`src/rtl/mips_multicycle.sv`:
```
// mips_multicycle: multi-cycle MIPS subset CPU with ready/valid instruction and data memory handshakes.
// Ports: clk/reset (async, active-high); instr_req/instr_addr/instr_in/instr_valid fetch handshake;
// data_req/data_we/data_addr/data_out/data_in/data_valid load/store handshake;
// retire pulses in the last cycle of each completed instruction; halt is a sticky trap flag.
module mips_multicycle #(
   parameter logic [31:0] PC_INIT     = 32'h0,
   parameter logic [31:0] SP_INIT     = 32'h0,
   parameter logic [31:0] RA_INIT     = 32'h0,
   parameter logic        ALIGN_CHECK = 1'b1
) (
   input  logic        clk,
   input  logic        reset,
   output logic        instr_req,
   output logic [31:0] instr_addr,
   input  logic [31:0] instr_in,
   input  logic        instr_valid,
   output logic        data_req,
   output logic        data_we,
   output logic [31:0] data_addr,
   output logic [31:0] data_out,
   input  logic [31:0] data_in,
   input  logic        data_valid,
   output logic        retire,
   output logic        halt
);
   typedef enum logic [2:0] {FETCH, DECODE, EXEC, MEM, WB, TRAP} state_t;
   state_t state, state_nx;
   logic [31:0] rf [32];
   logic [31:0] pc, pc4, ir, res;
   logic [31:0] ra, rb, sext, opb, alu, maddr, br_pc, j_pc, jr_pc, npc;
   logic [5:0]  op, funct;
   logic [4:0]  rs, rt, rd, wa;
   logic        is_r, is_nop, is_jr, is_br, is_j, is_jal, is_sw, is_mem, legal, mis_mem, mis_jr, taken;

   assign op     = ir[31:26];
   assign rs     = ir[25:21];
   assign rt     = ir[20:16];
   assign rd     = ir[15:11];
   assign funct  = ir[5:0];
   assign ra     = rf[rs];
   assign rb     = rf[rt];
   assign sext   = {{16{ir[15]}}, ir[15:0]};
   assign is_r   = op == 6'h00;
   assign is_nop = ir == 32'd0;
   assign is_jr  = is_r && funct == 6'h08;
   assign is_br  = op == 6'h04 || op == 6'h05;
   assign is_j   = op == 6'h02 || op == 6'h03;
   assign is_jal = op == 6'h03;
   assign is_sw  = op == 6'h2B;
   assign is_mem = op == 6'h23 || is_sw;
   // Only sll with every field zero (the canonical NOP) is accepted among shifts.
   assign legal  = is_r ? (is_nop || funct inside {6'h08, 6'h21, 6'h23, 6'h24, 6'h25, 6'h2A})
                        : op inside {6'h02, 6'h03, 6'h04, 6'h05, 6'h09, 6'h0C, 6'h0D, 6'h0F, 6'h23, 6'h2B};
   assign opb    = is_r ? rb : (op == 6'h0C || op == 6'h0D) ? {16'd0, ir[15:0]} : sext;
   assign alu    = (is_r && funct == 6'h23) ? ra - rb :
                   (is_r ? funct == 6'h24 : op == 6'h0C) ? ra & opb :
                   (is_r ? funct == 6'h25 : op == 6'h0D) ? ra | opb :
                   (is_r && funct == 6'h2A) ? {31'd0, $signed(ra) < $signed(rb)} :
                   (op == 6'h0F) ? {ir[15:0], 16'd0} : ra + opb;
   assign mis_mem = ALIGN_CHECK && alu[1:0] != 2'b00;
   assign mis_jr  = ALIGN_CHECK && ra[1:0] != 2'b00;
   assign maddr   = {alu[31:2], ALIGN_CHECK ? alu[1:0] : 2'b00};
   assign taken   = (ra == rb) ^ (op == 6'h05);
   assign br_pc   = pc4 + {sext[29:0], 2'b00};
   assign j_pc    = {pc4[31:28], ir[25:0], 2'b00};
   assign jr_pc   = {ra[31:2], 2'b00};
   assign npc     = is_br ? (taken ? br_pc : pc4) : is_j ? j_pc : is_jr ? jr_pc : pc4;
   assign wa      = is_jal ? 5'd31 : is_r ? rd : rt;

   // The reset term keeps the fetch request low while reset is held, since FETCH is the reset state.
   assign instr_req  = state == FETCH && !reset;
   assign instr_addr = pc;
   assign data_req   = state == MEM;
   assign data_we    = state == MEM && is_sw;
   assign data_addr  = res;
   assign data_out   = rb;
   assign halt       = state == TRAP;
   assign retire     = (state == EXEC && (is_br || op == 6'h02 || is_nop || (is_jr && !mis_jr))) ||
                       (state == MEM && is_sw && data_valid) || state == WB;

   always_comb begin
      state_nx = state;
      case (state)
         FETCH:   state_nx = instr_valid ? DECODE : FETCH;
         DECODE:  state_nx = legal ? EXEC : TRAP;
         EXEC:    state_nx = is_mem ? (mis_mem ? TRAP : MEM) : (is_jr && mis_jr) ? TRAP : retire ? FETCH : WB;
         MEM:     state_nx = !data_valid ? MEM : is_sw ? FETCH : WB;
         WB:      state_nx = FETCH;
         default: state_nx = TRAP;
      endcase
   end

   always_ff @(posedge clk or posedge reset) begin
      if (reset) begin
         state <= FETCH;
         pc    <= PC_INIT;
         pc4   <= 32'd0;
         ir    <= 32'd0;
         res   <= 32'd0;
         for (int i = 0; i < 32; i++) rf[i] <= (i == 29) ? SP_INIT : (i == 31) ? RA_INIT : 32'd0;
      end else begin
         state <= state_nx;
         if (state == FETCH && instr_valid) begin
            ir  <= instr_in;
            pc4 <= pc + 32'd4;
         end
         // res carries the memory address, ALU result, link address or loaded word into WB.
         if (state == EXEC) res <= is_jal ? pc4 : is_mem ? maddr : alu;
         if (state == MEM && data_valid && !is_sw) res <= data_in;
         if (retire) pc <= (state == EXEC) ? npc : is_jal ? j_pc : pc4;
         if (state == WB && wa != 5'd0) rf[wa] <= res;
      end
   end
endmodule
```
`config.mk`:
```
export PLATFORM = sky130hd
export DESIGN_NAME = mips_multicycle
export DESIGN_NICKNAME = d
export VERILOG_FILES = /design/src/rtl/mips_multicycle.sv
export SDC_FILE = /design/constraint.sdc
export NUM_CORES = 2
export LEC_CHECK = 0
export ABC_AREA = 1
export CORE_AREA = 2 2 559 561
export DETAILED_ROUTE_END_ITERATION = 8
export DIE_AREA = 0 0 561 563
export PLACE_DENSITY_LB_ADDON = 0.3
export SETUP_SLACK_MARGIN = 0.05
export SYNTH_ARGS = -nofsm -noshare
export SYNTH_HDL_FRONTEND = slang
export SYNTH_SLANG_ARGS = --single-unit
```
`constraint.sdc`:
```
create_clock -name clk -period 78.5 [get_ports clk]
set_input_delay 15.7 -clock clk [delete_from_list [all_inputs] [get_ports clk]]
set_output_delay 15.7 -clock clk [all_outputs]
set_load 0.005 [all_outputs]
```
==> results_tabular.tex <==
\begin{tabular}{lr}
\hline
Metric & Value \\
\hline
\multicolumn{2}{l}{\textbf{Run status}} \\
\quad Run status & complete, no violations \\
\multicolumn{2}{l}{\textbf{Die}} \\
\quad Effective utilization at floorplan & 22.9\% \\
\quad Core Area & 310000 µm² \\
\quad Std cell rows & 205 \\
\quad Die area & 316000 µm² \\
\quad DIE WIDTH & $\sim$560 µm \\
\quad Top Ports & about 170 \\
\quad Die extent in y & approximately 560 µm \\
\multicolumn{2}{l}{\textbf{Power and ir drop}} \\
\quad Fraction of power consumed by combinational cells & 61.6\% \\
\quad Sum of internal, switching and leakage power & between 4 and 5 mW \\
\quad Switching part of the total & a little under three fifths \\
\quad Int Power & slightly below 2 mW \\
\quad Reg power frac & 23.0\% \\
\quad Peak VDD IR & 0.0272 mV \\
\quad Clock power share & around 15\% \\
\quad Net switching power & 2.44 mW \\
\quad Leak Pwr & 35.8 nW \\
\quad Pwr Density & 54.5 nW/µm² \\
\multicolumn{2}{l}{\textbf{Final layout}} \\
\quad Top library cells by usage in the layout, fill and taps aside & nand2\_1 (2357), o21ai\_0 (1707), dfrtp\_1 (1145) \\
\quad Count of non-filler cells in the finished layout & $\sim$14000 \\
\quad Share of layout cells above drive strength 1 & under 10\% \\
\quad Most common cell after layout, fill and taps aside & nand2\_1 \\
\quad Number of nets in the final layout & 10100 \\
\quad Cell area after layout & 80800 µm² \\
\quad Synthesis-to-finish area growth & 13.9\% \\
\multicolumn{2}{l}{\textbf{Drt}} \\
\quad DRT antenna net count & 0 \\
\quad Initial DRC Count & 9534 \\
\quad Routed length per placed instance & 23.9 µm \\
\quad Initial DRT Pass Iterations & 9 \\
\quad Vias after detailed routing & about 73000 \\
\quad Detailed Route WL & 338000 µm \\
\quad DRC viols & 0 \\
\quad Vias per Instance & 5.16 \\
\multicolumn{2}{l}{\textbf{Place}} \\
\quad Dpl hpwl & around 210000 µm \\
\quad Pre-CTS setup slack & 45.41 ns \\
\quad Inst Count DP & 13900 \\
\quad Cell area after placement & 76100 µm² \\
\quad Final weighted congestion in routability-driven placement & 0.989 \\
\quad Number of I/O port buffers & between 150 and 200 \\
\multicolumn{2}{l}{\textbf{STA}} \\
\quad Rel. slew slack & 17.4\% \\
\quad Setup TNS & 0 ns \\
\quad Tmin final & 33.09 ns \\
\quad Period utilisation layout & around 42\% \\
\quad Final setup violation count & 0 \\
\quad Setup repair after global routing missed its margin & no \\
\quad Fin Clk Skew & 0.0451 ns \\
\quad Worst slew pin tran & around 1.2 ns \\
\quad Peak clock frequency supported by timing & around 30 MHz \\
\quad Hold violation count in the final report & 0 \\
\quad Final number of max-transition violations & 0 \\
\quad Crit path setup slack, layout & 45.41 ns \\
\multicolumn{2}{l}{\textbf{Job}} \\
\quad Number of max-cap violations & 0 \\
\multicolumn{2}{l}{\textbf{Worst hold path}} \\
\quad HP Start & rf[993] \\
\quad Cell depth of the worst min-delay path & 0 \\
\quad Worst Hold Class & reg -> reg \\
\multicolumn{2}{l}{\textbf{Clock network}} \\
\quad TritonCTS clock tree & done \\
\quad Cts bufs inserted & 140 \\
\quad Clock slew at the register clock pins of the worst setup and hold paths & $\sim$0.06 ns \\
\quad Skew-Pair Late Insertion Delay & 0.83 ns \\
\quad Number of hold-repair buffers added at the cts stage & 0 \\
\quad Max Buffers Root-to-Sink & 3 \\
\quad Post-CTS Setup Bufs & 0 \\
\quad Post-cts resize count & 0 \\
\quad Clock net sink count & around 1200 \\
\quad Root buf cell & clkbuf\_16 \\
\quad H-tree levels & 4 \\
\multicolumn{2}{l}{\textbf{Setup path}} \\
\quad Data required, critical path & $\sim$63 ns \\
\quad Startpoint of the worst register-to-register path & ir[21] \\
\quad Crit path capture type & primary output \\
\quad R2R setup slack & 69.98 ns \\
\quad Critical path startpoint & data\_valid \\
\quad Worst path arrival time & 17.39 ns \\
\quad CP startpoint kind & input port \\
\quad Count of cells along the worst register-to-register path & 26 \\
\quad Setup Crit Path Kind & in -> out \\
\quad Maximum fanout along the worst path & 35 \\
\multicolumn{2}{l}{\textbf{Logic synthesis}} \\
\quad Seq/Total Area, Yosys & approximately 40\% \\
\quad Post-synth top flop & dfrtp\_1 \\
\quad Total standard cell area after synthesis & 71000 µm² \\
\quad Number of unique standard cell types used by synthesis & 48 \\
\quad Yosys top cell by area & dfrtp\_1 \\
\quad Top-area cell type share of the netlist area & 40.7\% \\
\quad Number of enable-type register cells in the synthesized netlist & 0 \\
\quad Dominant cells by area after synthesis & dfrtp\_1 (41\%), nand2\_1 (13\%), o21ai\_0 (12\%), nor2\_1 (5.9\%), o21ai\_1 (3.6\%) \\
\quad Avg Cell Area, Syn & 6.94 µm² \\
\quad Synthesized Nets & 10400 \\
\quad Post-synthesis cell count & 10200 \\
\quad Synth warn & 0 \\
\quad Synth async-reset ratio & 100\% \\
\quad Number of storage elements in the synthesis netlist & around 1200 \\
\multicolumn{2}{l}{\textbf{GRT}} \\
\quad Congestion Overflow GR & 0 \\
\quad Number of global-route vias before repair & 66000 \\
\quad Global-route usage over all layers & slightly above 20\% \\
\quad Wire length of the first global-routing pass & about 490000 µm \\
\quad Initial antenna violation count & 17 \\
\quad Pin count of the biggest net entering global routing & between 150 and 200 \\
\hline
\end{tabular}
## through the flow
step                      util, %  hold WS [ns]
after floorplan                 -         0.440
after global placement       24.5         0.379
after detailed placement     24.5         0.382
after CTS                    26.0         0.397
after global routing         26.0         0.406
final                        26.0         0.395
## area by class of cell
cell class,instances,area [µm²]
clock inverters,37,564
multi-input cells,7547,36400
diodes,6,15.0
clock buffers,212,4150
well taps,4140,5180
repair buffers,327,2940
inverters,696,2660
flip-flops and latches,1155,28900
fillers,34600,230000
## critical path: stages
cell             delay [ns]
clkdlybuf4s50_1        0.50
a211oi_1               0.08
nand2_1                0.12
buf_4                  0.40
clkdlybuf4s50_1        0.59
## final timing paths
kind | endpoint
max reg2reg | instr_addr[16]
min in group asynchronous | data_addr[25]
min | rf[993]
min reg2reg | rf[993]
max in group asynchronous | rf[227]
max | retire
## power groups by stage
| stage | sequential (mW) | clock, mW | combinational [mW] |
|---|---|---|---|
| finish | 1.01 | 0.680 | 2.71 |
| detailed placement | 1.01 | 0 | 2.64 |
| global route | 1.03 | 0.713 | 2.94 |
| floorplan | 0.927 | 0 | 1.67 |
| global placement | 1.01 | 0 | 2.64 |
| CTS | 1.00 | 0.689 | 2.65 |
## routing by layer
metal	part of all wire [%]	vias up	global-route usage [%]
met2	43	3490	31.6
met5	0.010	-	0
met4	4.4	6	8.59
met1	44	35400	28.7
li1	-	33400	-
met3	8.4	601	3.41
## synth_stat cells (26+ instances only)
library cell,number
nand4_1,32
xor2_1,26
o22ai_1,66
nor2_1,1122
clkbuf_1,665
nand3_1,511
nand2_1,2372
o221ai_1,150
a22oi_1,39
ha_1,126
o211ai_1,196
a21oi_1,489
buf_1,42
buf_2,116
dfrtp_1,1155
o21ai_0,1707
nor3_1,48
inv_1,685
o21ai_1,514
## logic make-up after synthesis
logic type / share of synthesized area, %
and+or+nand+nor: 23.5
AOI/OAI and AO/OA: 24.6
buffers and inverters: 8.24
DFF: 40.7
adders and majority gates: 2.31
xor gates and xnor gates: 0.543
## state kept, by name, summed over array words and instances, names as in the netlist
signal      count
data_addr      32
instr_addr     32
ir             32
pc4            32
rf           1024
state           3
Note: power is estimated with default switching activity, not from simulation.
